## config.mk

```make
export PLATFORM = sky130hd
export DESIGN_NAME = line_text_streamer
export DESIGN_NICKNAME = d
export VERILOG_FILES = /design/src/rtl/text_pkg.sv /design/src/rtl/char_word_splitter.sv /design/src/rtl/line_text_streamer.sv
export SDC_FILE = /design/constraint.sdc
export NUM_CORES = 1
export LEC_CHECK = 0
export BUFFER_PORTS_ARGS = -buffer_cell sky130_fd_sc_hd__buf_4
export CAP_MARGIN = 10
export CORE_ASPECT_RATIO = 1.75
export CORE_MARGIN = 2
export CORE_UTILIZATION = 57
export CTS_CLUSTER_SIZE = 12
export DETAILED_ROUTE_END_ITERATION = 12
export PLACE_DENSITY_LB_ADDON = 0.3
export REMOVE_ABC_BUFFERS = 1
export SLEW_MARGIN = 20
export SYNTH_ARGS = -nofsm -noshare
export SYNTH_HDL_FRONTEND = slang
export SYNTH_HIERARCHICAL = 1
export SYNTH_SLANG_ARGS = --single-unit
```

## constraint.sdc

```tcl
create_clock -name clk -period 5.7 [get_ports clk]
set_clock_uncertainty 0.05 [all_clocks]
set_input_delay 1.425 -clock clk [delete_from_list [all_inputs] [get_ports clk]]
set_output_delay 1.425 -clock clk [all_outputs]
set_load 0.02 [all_outputs]
```

## src/rtl/text_pkg.sv

```systemverilog
// Shared definitions for the line-text streamer: FSM state encoding,
// the space character, and the bit positions of the line_mapper entry
// fields {word_count, start_addr}.
package text_pkg;

  typedef enum logic [2:0] {
    IDLE,
    MAP_REQ,
    MAP_WAIT,
    ROM_REQ,
    ROM_WAIT,
    EMIT_HI,
    EMIT_LO,
    FIN
  } state_e;

  localparam logic [7:0] CHAR_SPACE = 8'h20;

  localparam int MAP_CNT_MSB  = 15;
  localparam int MAP_CNT_LSB  = 8;
  localparam int MAP_ADDR_MSB = 7;
  localparam int MAP_ADDR_LSB = 0;

endpackage

```

## src/rtl/char_word_splitter.sv

```systemverilog
// Holds one fetched 16-bit ROM word and presents it as two characters
// (hi byte first, then lo byte) on a valid/ready interface.
// Optional feature macro: TRIM_SPACE_EN -- when defined, a trailing space
// in the lo byte of the line's last word is dropped and the hi byte of that
// word carries the last flag instead.
module char_word_splitter
  import text_pkg::*;
(
  input  logic        clk,
  input  logic        rst,
  input  logic        load_i,       // capture word_i and start with the hi byte
  input  logic [15:0] word_i,
  input  logic        last_word_i,  // word_i is the final word of the line
  input  logic        ready_i,
  output logic [7:0]  char_data_o,
  output logic        char_valid_o,
  output logic        char_last_o,
  output logic        word_end_o    // final char of this word accepted this cycle
);

  logic [15:0] word_q;
  logic        last_word_q;
  logic        sel_lo_q;
  logic        valid_q;
  logic        accept;
  logic        trim_end;

  assign accept = valid_q & ready_i;

`ifdef TRIM_SPACE_EN
  // The hi byte ends the word when the last word's lo byte is a space.
  assign trim_end = last_word_q & (word_q[7:0] == CHAR_SPACE);
`else
  assign trim_end = 1'b0;
`endif

  // Word capture and hi/lo byte sequencing.
  always_ff @(posedge clk or posedge rst) begin
    if (rst) begin
      // NOTE: the word holding register is reset (unlike a RAM array) because
      // char_data is driven straight from it and must read 0 out of reset.
      word_q      <= '0;
      last_word_q <= 1'b0;
      sel_lo_q    <= 1'b0;
      valid_q     <= 1'b0;
    end else if (load_i) begin
      word_q      <= word_i;
      last_word_q <= last_word_i;
      sel_lo_q    <= 1'b0;
      valid_q     <= 1'b1;
    end else if (accept) begin
      if (!sel_lo_q && !trim_end) begin
        sel_lo_q <= 1'b1;
      end else begin
        valid_q  <= 1'b0;
      end
    end
  end

  // Outputs depend on registers only, so they stay stable under back-pressure.
  assign char_data_o  = sel_lo_q ? word_q[7:0] : word_q[15:8];
  assign char_valid_o = valid_q;
  assign char_last_o  = valid_q & last_word_q & (sel_lo_q | trim_end);
  assign word_end_o   = accept & (sel_lo_q | trim_end);

endmodule

```

## src/rtl/line_text_streamer.sv

```systemverilog
// Line-text reader: on start, looks up {word_count, start_addr} for the
// requested line in line_mapper, fetches word_count 16-bit words from
// memory_chars and streams them out one character per handshake.
// Both ROMs are registered with one cycle of read latency.
// Optional feature macro: TRIM_SPACE_EN (implemented in char_word_splitter).
module line_text_streamer
  import text_pkg::*;
#(
  parameter int LINE_W = 8,
  parameter int ADDR_W = 8,
  parameter int CNT_W  = 8
) (
  input  logic              clk,
  input  logic              rst,
  input  logic              start,
  input  logic [LINE_W-1:0] line,
  output logic [LINE_W-1:0] map_line,
  input  logic [15:0]       map_entry,
  output logic [ADDR_W-1:0] rom_addr,
  input  logic [15:0]       rom_data,
  output logic [7:0]        char_data,
  output logic              char_valid,
  input  logic              char_ready,
  output logic              char_last,
  output logic              busy,
  output logic              done
);

  state_e            state_q;
  logic [LINE_W-1:0] map_line_q;
  logic [ADDR_W-1:0] rom_addr_q;
  logic [ADDR_W-1:0] addr_ptr_q;
  logic [ADDR_W-1:0] addr_ptr_d;
  logic [CNT_W-1:0]  words_left_q;
  logic              busy_q;
  logic              done_q;

  logic [CNT_W-1:0]  map_cnt;
  logic [ADDR_W-1:0] map_addr;
  logic              load_word;
  logic              last_word;
  logic              accept;
  logic              word_end;

  assign map_cnt    = map_entry[MAP_CNT_MSB:MAP_CNT_LSB];
  assign map_addr   = map_entry[MAP_ADDR_MSB:MAP_ADDR_LSB];
  // Pointer wraps naturally at 2^ADDR_W.
  assign addr_ptr_d = addr_ptr_q + ADDR_W'(1);
  assign load_word  = (state_q == ROM_WAIT);
  // words_left still counts the word being loaded at this point.
  assign last_word  = (words_left_q == CNT_W'(1));
  assign accept     = char_valid & char_ready;

  // Sequencer: mapper lookup, word fetch loop, completion pulse.
  // rom_addr is loaded on the edge that enters ROM_REQ so the ROM registers
  // the word at the end of ROM_REQ and it is captured at the end of ROM_WAIT.
  always_ff @(posedge clk or posedge rst) begin
    if (rst) begin
      state_q      <= IDLE;
      map_line_q   <= '0;
      rom_addr_q   <= '0;
      addr_ptr_q   <= '0;
      words_left_q <= '0;
      busy_q       <= 1'b0;
      done_q       <= 1'b0;
    end else begin
      // NOTE: non-blocking assignments throughout, so every branch reads the
      // pre-edge value of each register regardless of statement order.
      done_q <= 1'b0;
      case (state_q)
        IDLE: begin
          if (start) begin
            map_line_q <= line;
            busy_q     <= 1'b1;
            state_q    <= MAP_REQ;
          end
        end
        MAP_REQ: state_q <= MAP_WAIT;
        MAP_WAIT: begin
          words_left_q <= map_cnt;
          addr_ptr_q   <= map_addr;
          rom_addr_q   <= map_addr;
          if (map_cnt == '0) begin
            done_q  <= 1'b1;
            state_q <= FIN;
          end else begin
            state_q <= ROM_REQ;
          end
        end
        ROM_REQ: state_q <= ROM_WAIT;
        ROM_WAIT: begin
          addr_ptr_q   <= addr_ptr_d;
          words_left_q <= words_left_q - CNT_W'(1);
          state_q      <= EMIT_HI;
        end
        EMIT_HI: begin
          if (word_end) begin
            done_q  <= 1'b1;
            state_q <= FIN;
          end else if (accept) begin
            state_q <= EMIT_LO;
          end
        end
        EMIT_LO: begin
          if (accept) begin
            if (words_left_q != '0) begin
              rom_addr_q <= addr_ptr_q;
              state_q    <= ROM_REQ;
            end else begin
              done_q  <= 1'b1;
              state_q <= FIN;
            end
          end
        end
        FIN: begin
          busy_q  <= 1'b0;
          state_q <= IDLE;
        end
        default: state_q <= IDLE;
      endcase
    end
  end

  char_word_splitter u_splitter (
    .clk          (clk),
    .rst          (rst),
    .load_i       (load_word),
    .word_i       (rom_data),
    .last_word_i  (last_word),
    .ready_i      (char_ready),
    .char_data_o  (char_data),
    .char_valid_o (char_valid),
    .char_last_o  (char_last),
    .word_end_o   (word_end)
  );

  assign map_line = map_line_q;
  assign rom_addr = rom_addr_q;
  assign busy     = busy_q;
  assign done     = done_q;

endmodule
```

==> out/qor.yml, run 1 <==
run_status:
  status: "complete, no violations"
die:
  die_y_um: 96.58
  coreArea_um2: 4707
  die_width_um: 56.90
  core.rowCount: 33
  initial_utilization_pct: 59.30
  boundaryPins: 72
  dieArea_um2: 5495
timing:
  tns_ns: 0
  worst-slew-pin-transition_ns: 0.8858
  holdWs_ns: 0.4438
  hold_violations: 0
  rsz0062_at_grt: "false"
  period_share_pct: 51.75
  relSlewSlack_pct: 40.95
  fin_crit_ns: 2.950
  maxSlewViolCount: 0
  setup_viol: 0
  max_freq_ghz: 0.3390
synth:
  ys.flop_type: "dfrtp_1"
  synth.avg_cell_area_um2: 11.44
  seq_area_frac_synth_pct: 50.20
  ys_types: 47
  synth_edf_count: 0
  ys.warnings.count: 6
  netlist_area_um2: 2791
  async_reset_ff_share_pct: 100.0
  syn_inst: 244
  ys_ff_latch: 56
final_layout:
  fillerInstances: 385
  drive_above_1_share_pct: 41.67
  final_cell_mix: "buf_4, dfrtp_1, nand2_1"
  insertedDiodeCount: 0
  areaGrowthSynthToFinish_pct: 21.56
  mostFrequentLayoutCell: "buf_4"
  nets: 360
  multiInputGateArea_um2: 1274
  seqCellArea_um2: 1401
worst_setup_path:
  crit_required_ns: 4.22
  crit_path_end_kind: "primary output"
  critPathMaxFanout: 12
  arrival_ns: 1.47
  worstSetupStartpointType: "register"
  critPathKind: "register to primary output"
route:
  wl_per_cell_um: 15.95
  drt-pass1-iter-count: 4
  ant_nets: 0
  wl_um: 5804
  drtIter0Drc: 43
  routed_via_density: 5.777
  vias: 2103
  drc: 0
grt:
  grt_pass1_vias: 2156
  overflow: 0
  antenna_found_initial: 0
  grt_max_degree: 38
  grt_pass1_wl_um: 9411
  grt_use_total_pct: 22.07
clock_tree:
  hold_buffers: 0
  clockBufferDepth: 2
  cts_buffers: 5
  cts_resized: 0
  cts_setup_buffers: 0
  cts_tree: "built"
  htree_levels: 2
  cts.sinks: 56
  worstSkewPairLatency_ns: 0.30
  cts.clk_slew.worst_paths_ns: 0.09
  cts-root-buf: "clkbuf_8"
power_and_ir_drop:
  power_uw: 1933
  p_leak_uw: 0.001598
  p_per_area_nw_per_um2: 569.8
  irDropWorstVdd_mv: 0.3933
worst_hold_path:
  holdCritPathClass: "register to register"
placed_design:
  port_buffers: 71
  gp_congestion: 0.7755
  hpwlAfterDp_um: 4267
run:
  maxCapViolations: 0
## registers in the layout, indices dropped and copies added (netlist names)
signal,cells
u_splitter/sel_lo_q,1
addr_ptr_q,8
map_line,8
state_q,3
done,1
u_splitter/word_q,16
busy,1
rom_addr,8
u_splitter/char_valid_o,1
u_splitter/last_word_q,1
words_left_q,8
## cell families (layout without fill, tap and decap cells)
family	after synthesis	count (layout)	share of synthesized area (%)
AOI/OAI and AO/OA	33	33	8.785
adders and majority gates	4	4	1.793
buffers and inverters	20	88	4.392
DFF	56	56	50.20
muxes	44	44	18.56
and+or+nand+nor	87	87	16.27
## routing by layer
| metal | GRT usage, % | vias to the layer above | routed length (µm) |
|---|---|---|---|
| li1 | - | 1007 | - |
| met1 | 23.53 | 1026 | 2249 |
| met2 | 41.28 | 57 | 3141 |
| met3 | 3.995 | 13 | 253 |
| met4 | 10.47 | 0 | 159 |
| met5 | 0 | - | 0 |
## Yosys cell counts, types with 2 or more instances
| library cell | number | share of area [%] |
|---|---|---|
| a211oi_1 | 3 | 0.81 |
| a21oi_1 | 2 | 0.36 |
| a22oi_1 | 2 | 0.54 |
| a311oi_1 | 2 | 0.63 |
| a31oi_1 | 2 | 0.45 |
| and3_1 | 4 | 0.90 |
| buf_2 | 3 | 0.54 |
| buf_6 | 3 | 1.2 |
| clkbuf_1 | 3 | 0.40 |
| dfrtp_1 | 56 | 50 |
| ha_1 | 4 | 1.8 |
| inv_1 | 8 | 1.1 |
| mux2_2 | 30 | 12 |
| mux2_4 | 8 | 4.3 |
| mux2i_1 | 6 | 2.2 |
| nand2_1 | 32 | 4.3 |
| nand2b_1 | 2 | 0.45 |
| nand3_1 | 6 | 1.1 |
| nand4_1 | 4 | 0.90 |
| nor2_1 | 15 | 2.0 |
| nor2_2 | 2 | 0.45 |
| nor2b_1 | 4 | 0.90 |
| nor3_1 | 5 | 0.90 |
| nor4_1 | 2 | 0.45 |
| o211ai_1 | 6 | 1.6 |
| o21ai_0 | 6 | 1.1 |
| o221a_2 | 2 | 0.81 |
| o22ai_1 | 2 | 0.45 |
| o311ai_1 | 2 | 0.63 |
## worst max-delay path, stage by stage, from the launching register on
cell and delay [ns]:
dfrtp_1 0.62, mux2_2 0.39, buf_4 0.16
## final cells by class
cell class	instances	area share, %
timing repair buffer	72	15.93
clock inverter	1	0.1475
tap	52	1.917
clock buffer	6	2.139
sequential	56	41.30
multi-input combinational	168	37.54
inverter	9	1.032
## report_power, final
part           switching (µW)  internal (µW)
combinational             465            489
sequential                180            595
clock                     121           84.0
## per-stage QoR
stage	instance area, µm²	utilization (%)	worst slack [ns]	std cells
6_report	3393	72.09	2.750	364
5_1_grt	3393	72.09	2.650	364
4_1_cts	3387	71.96	2.721	364
3_5_place_dp	3309	70.31	3.070	357
3_3_place_gp	3309	70.31	3.072	357
2_1_floorplan	2704	-	3.295	233
## final timing paths
check                                              endpoint  slack, ns  depth (start not counted)                            start
setup / recovery                               char_data[0]       2.75                          2  u_splitter/sel_lo_q$_DFFE_PP0P_
hold / removal                    addr_ptr_q[7]$_DFFE_PP0P_       0.44                          1        addr_ptr_q[7]$_DFFE_PP0P_
setup reg to reg                words_left_q[7]$_DFFE_PP0P_       3.34                          5           state_q[2]$_DFFE_PP0P_
hold reg to reg                   addr_ptr_q[7]$_DFFE_PP0P_       0.44                          1        addr_ptr_q[7]$_DFFE_PP0P_
max in group asynchronous  u_splitter/word_q[0]$_DFFE_PP0P_       3.98                          2                              rst
min in group asynchronous                    done$_DFF_PP0_       1.17                          3                              rst
Note: power is estimated with default switching activity, not from simulation.
==> run 2: changes to the inputs <==
- CORE_UTILIZATION: 57 -> 48
- clock period: 5.7 -> 2.65 ns (I/O delays scaled with it)
==> out/qor.yml, run 2 (synthesized netlist as in run 1, its figures left out) <==
route:
  drt-pass1-iter-count: 4
  wl_um: 5571
  ant_nets: 0
  routed_via_density: 5.283
  drtIter0Drc: 92
  wl_per_cell_um: 14.21
  vias: 2071
  drc: 0
timing:
  worst-slew-pin-transition_ns: 0.7699
  rsz0062_at_grt: "false"
  hold_violations: 0
  period_share_pct: 83.55
  relSlewSlack_pct: 48.68
  tns_ns: 0
  fin_crit_ns: 2.214
  maxSlewViolCount: 0
  setup_viol: 0
  max_freq_ghz: 0.4516
worst_setup_path:
  slowest_delay_ns: 0.64
  crit_chain: "mux2_2 > buf_4"
  crit_path_end_kind: "primary output"
  startpoint: "u_splitter/sel_lo_q$_DFFE_PP0P_"
  r2r_cells: 4
  worstReg2RegStart: "state_q[2]$_DFFE_PP0P_"
  arrival_ns: 1.50
  critical_path_cell_count: 2
  critPathKind: "register to primary output"
  worstSetupStartpointType: "register"
  cp_slowest_cell: "dfrtp_1"
  path_delay_family: "flip-flops"
  crit_required_ns: 1.94
  critPathMaxFanout: 12
  cp_num_buf_inv: 1
grt:
  grt_pass1_wl_um: 9487
  grt_max_degree: 38
  grt_pass1_vias: 2091
  overflow: 0
  antenna_found_initial: 0
  grt_use_total_pct: 19.14
placed_design:
  port_buffers: 71
  dpl-instance-area_um2: 3362
  gp_congestion: 0.7531
  hpwlAfterDp_um: 4142
  dp.cells: 384
final_layout:
  nets: 363
  final_core_util_pct: 61.87
  fillerInstances: 510
  final_cell_mix: "buf_4, dfrtp_1, nand2_1"
  insertedDiodeCount: 0
  drive_above_1_share_pct: 42.41
  largest_register_ffs: 16
  mostFrequentLayoutCell: "buf_4"
  design_area_um2: 3456
  regMostFlops: "u_splitter/word_q"
  final-instance-count-excl-fill: 392
  areaGrowthSynthToFinish_pct: 23.80
die:
  core.rowCount: 36
  coreArea_um2: 5585
  die_y_um: 104.9
  die_width_um: 61.65
  dieArea_um2: 6465
  initial_utilization_pct: 49.98
  boundaryPins: 72
power_and_ir_drop:
  switchingPower_uw: 1618
  irDropWorstVdd_mv: 0.7855
  swShare_pct: 38.78
  p_per_area_nw_per_um2: 1208
  p_seq_share_pct: 39.5
  p_leak_uw: 0.001613
  clkPwrFrac_pct: 11.6
  power_uw: 4173
  p_int_uw: 2555
  pwr-share-comb_pct: 48.8
clock_tree:
  htree_levels: 2
  cts-root-buf: "clkbuf_8"
  cts_setup_buffers: 0
  worstSkewPairLatency_ns: 0.31
  hold_buffers: 0
  cts_buffers: 5
  cts.sinks: 56
  cts.clk_slew.worst_paths_ns: 0.10
  cts_tree: "built"
  clockBufferDepth: 2
  cts_resized: 0
run_status:
  status: "complete, no violations"
run:
  maxCapViolations: 0
worst_hold_path:
  holdCritPathClass: "primary input to async pin"
==> run 2: changes by cell type in the layout (fill, tap and decap cells not counted) <==
cell / change
buf_4: +3
clkbuf_8: +1
clkinv_2: -1
clkinvlp_4: +1
nor3b_2: +1
nor3b_4: -1
==> run 2: worst paths after layout <==
path / endpoint / slack (ns)
worst max-delay path: char_data[0] / 0.44
min in group clk: addr_ptr_q[7]$_DFFE_PP0P_ / 0.45
worst min-delay path: map_line[6]$_DFFE_PP0P_ / 0.41
max in group asynchronous: u_splitter/word_q[3]$_DFFE_PP0P_ / 1.67
worst max register to register: u_splitter/word_q[9]$_DFFE_PP0P_ / 0.62
worst min register to register: addr_ptr_q[7]$_DFFE_PP0P_ / 0.45
==> run 2: cell type report <==
cell class	instances	area (µm²)	share of cell area, %
sequential	56	1401	40.55
multi-input combinational	168	1267	36.68
clock buffer	7	86.33	2.498
timing repair buffer	75	563.0	16.29
clock inverter	1	7.507	0.2172
tap	76	95.09	2.752
inverter	9	35.03	1.014
==> run 2: metal layers <==
| layer | part of all wire (%) | track usage [%] | vias up |
|---|---|---|---|
| met5 | 0 | 0 | - |
| met3 | 4.1 | 2.847 | 7 |
| met4 | 1.4 | 6.231 | 0 |
| met1 | 40 | 24.63 | 994 |
| li1 | - | - | 1018 |
| met2 | 54 | 31.88 | 52 |
==> run 2: worst min-delay path: stages <==
cell   delay, ns
buf_4       0.11
inv_1       0.04
buf_4       0.40
==> run 2: metrics by stage <==
stage / hold slack, ns / setup WS [ns]
2_1_floorplan: 0.3917 / 0.6737
3_3_place_gp: 0.4175 / 0.6762
4_1_cts: 0.4236 / 0.4034
5_1_grt: 0.4668 / 0.3684
6_report: 0.4119 / 0.4358
3_5_place_dp: 0.4304 / 0.6146
==> run 2: power by group through the flow <==
| stage | sequential, µW | combinational (µW) | clock, µW |
|---|---|---|---|
| after detailed placement | 1670 | 2070 | 0 |
| after global placement | 1650 | 2020 | 0 |
| final | 1650 | 2040 | 486 |
| after floorplan | 1750 | 1270 | 0 |
| after CTS | 1650 | 2070 | 505 |
| after global routing | 1720 | 2240 | 530 |
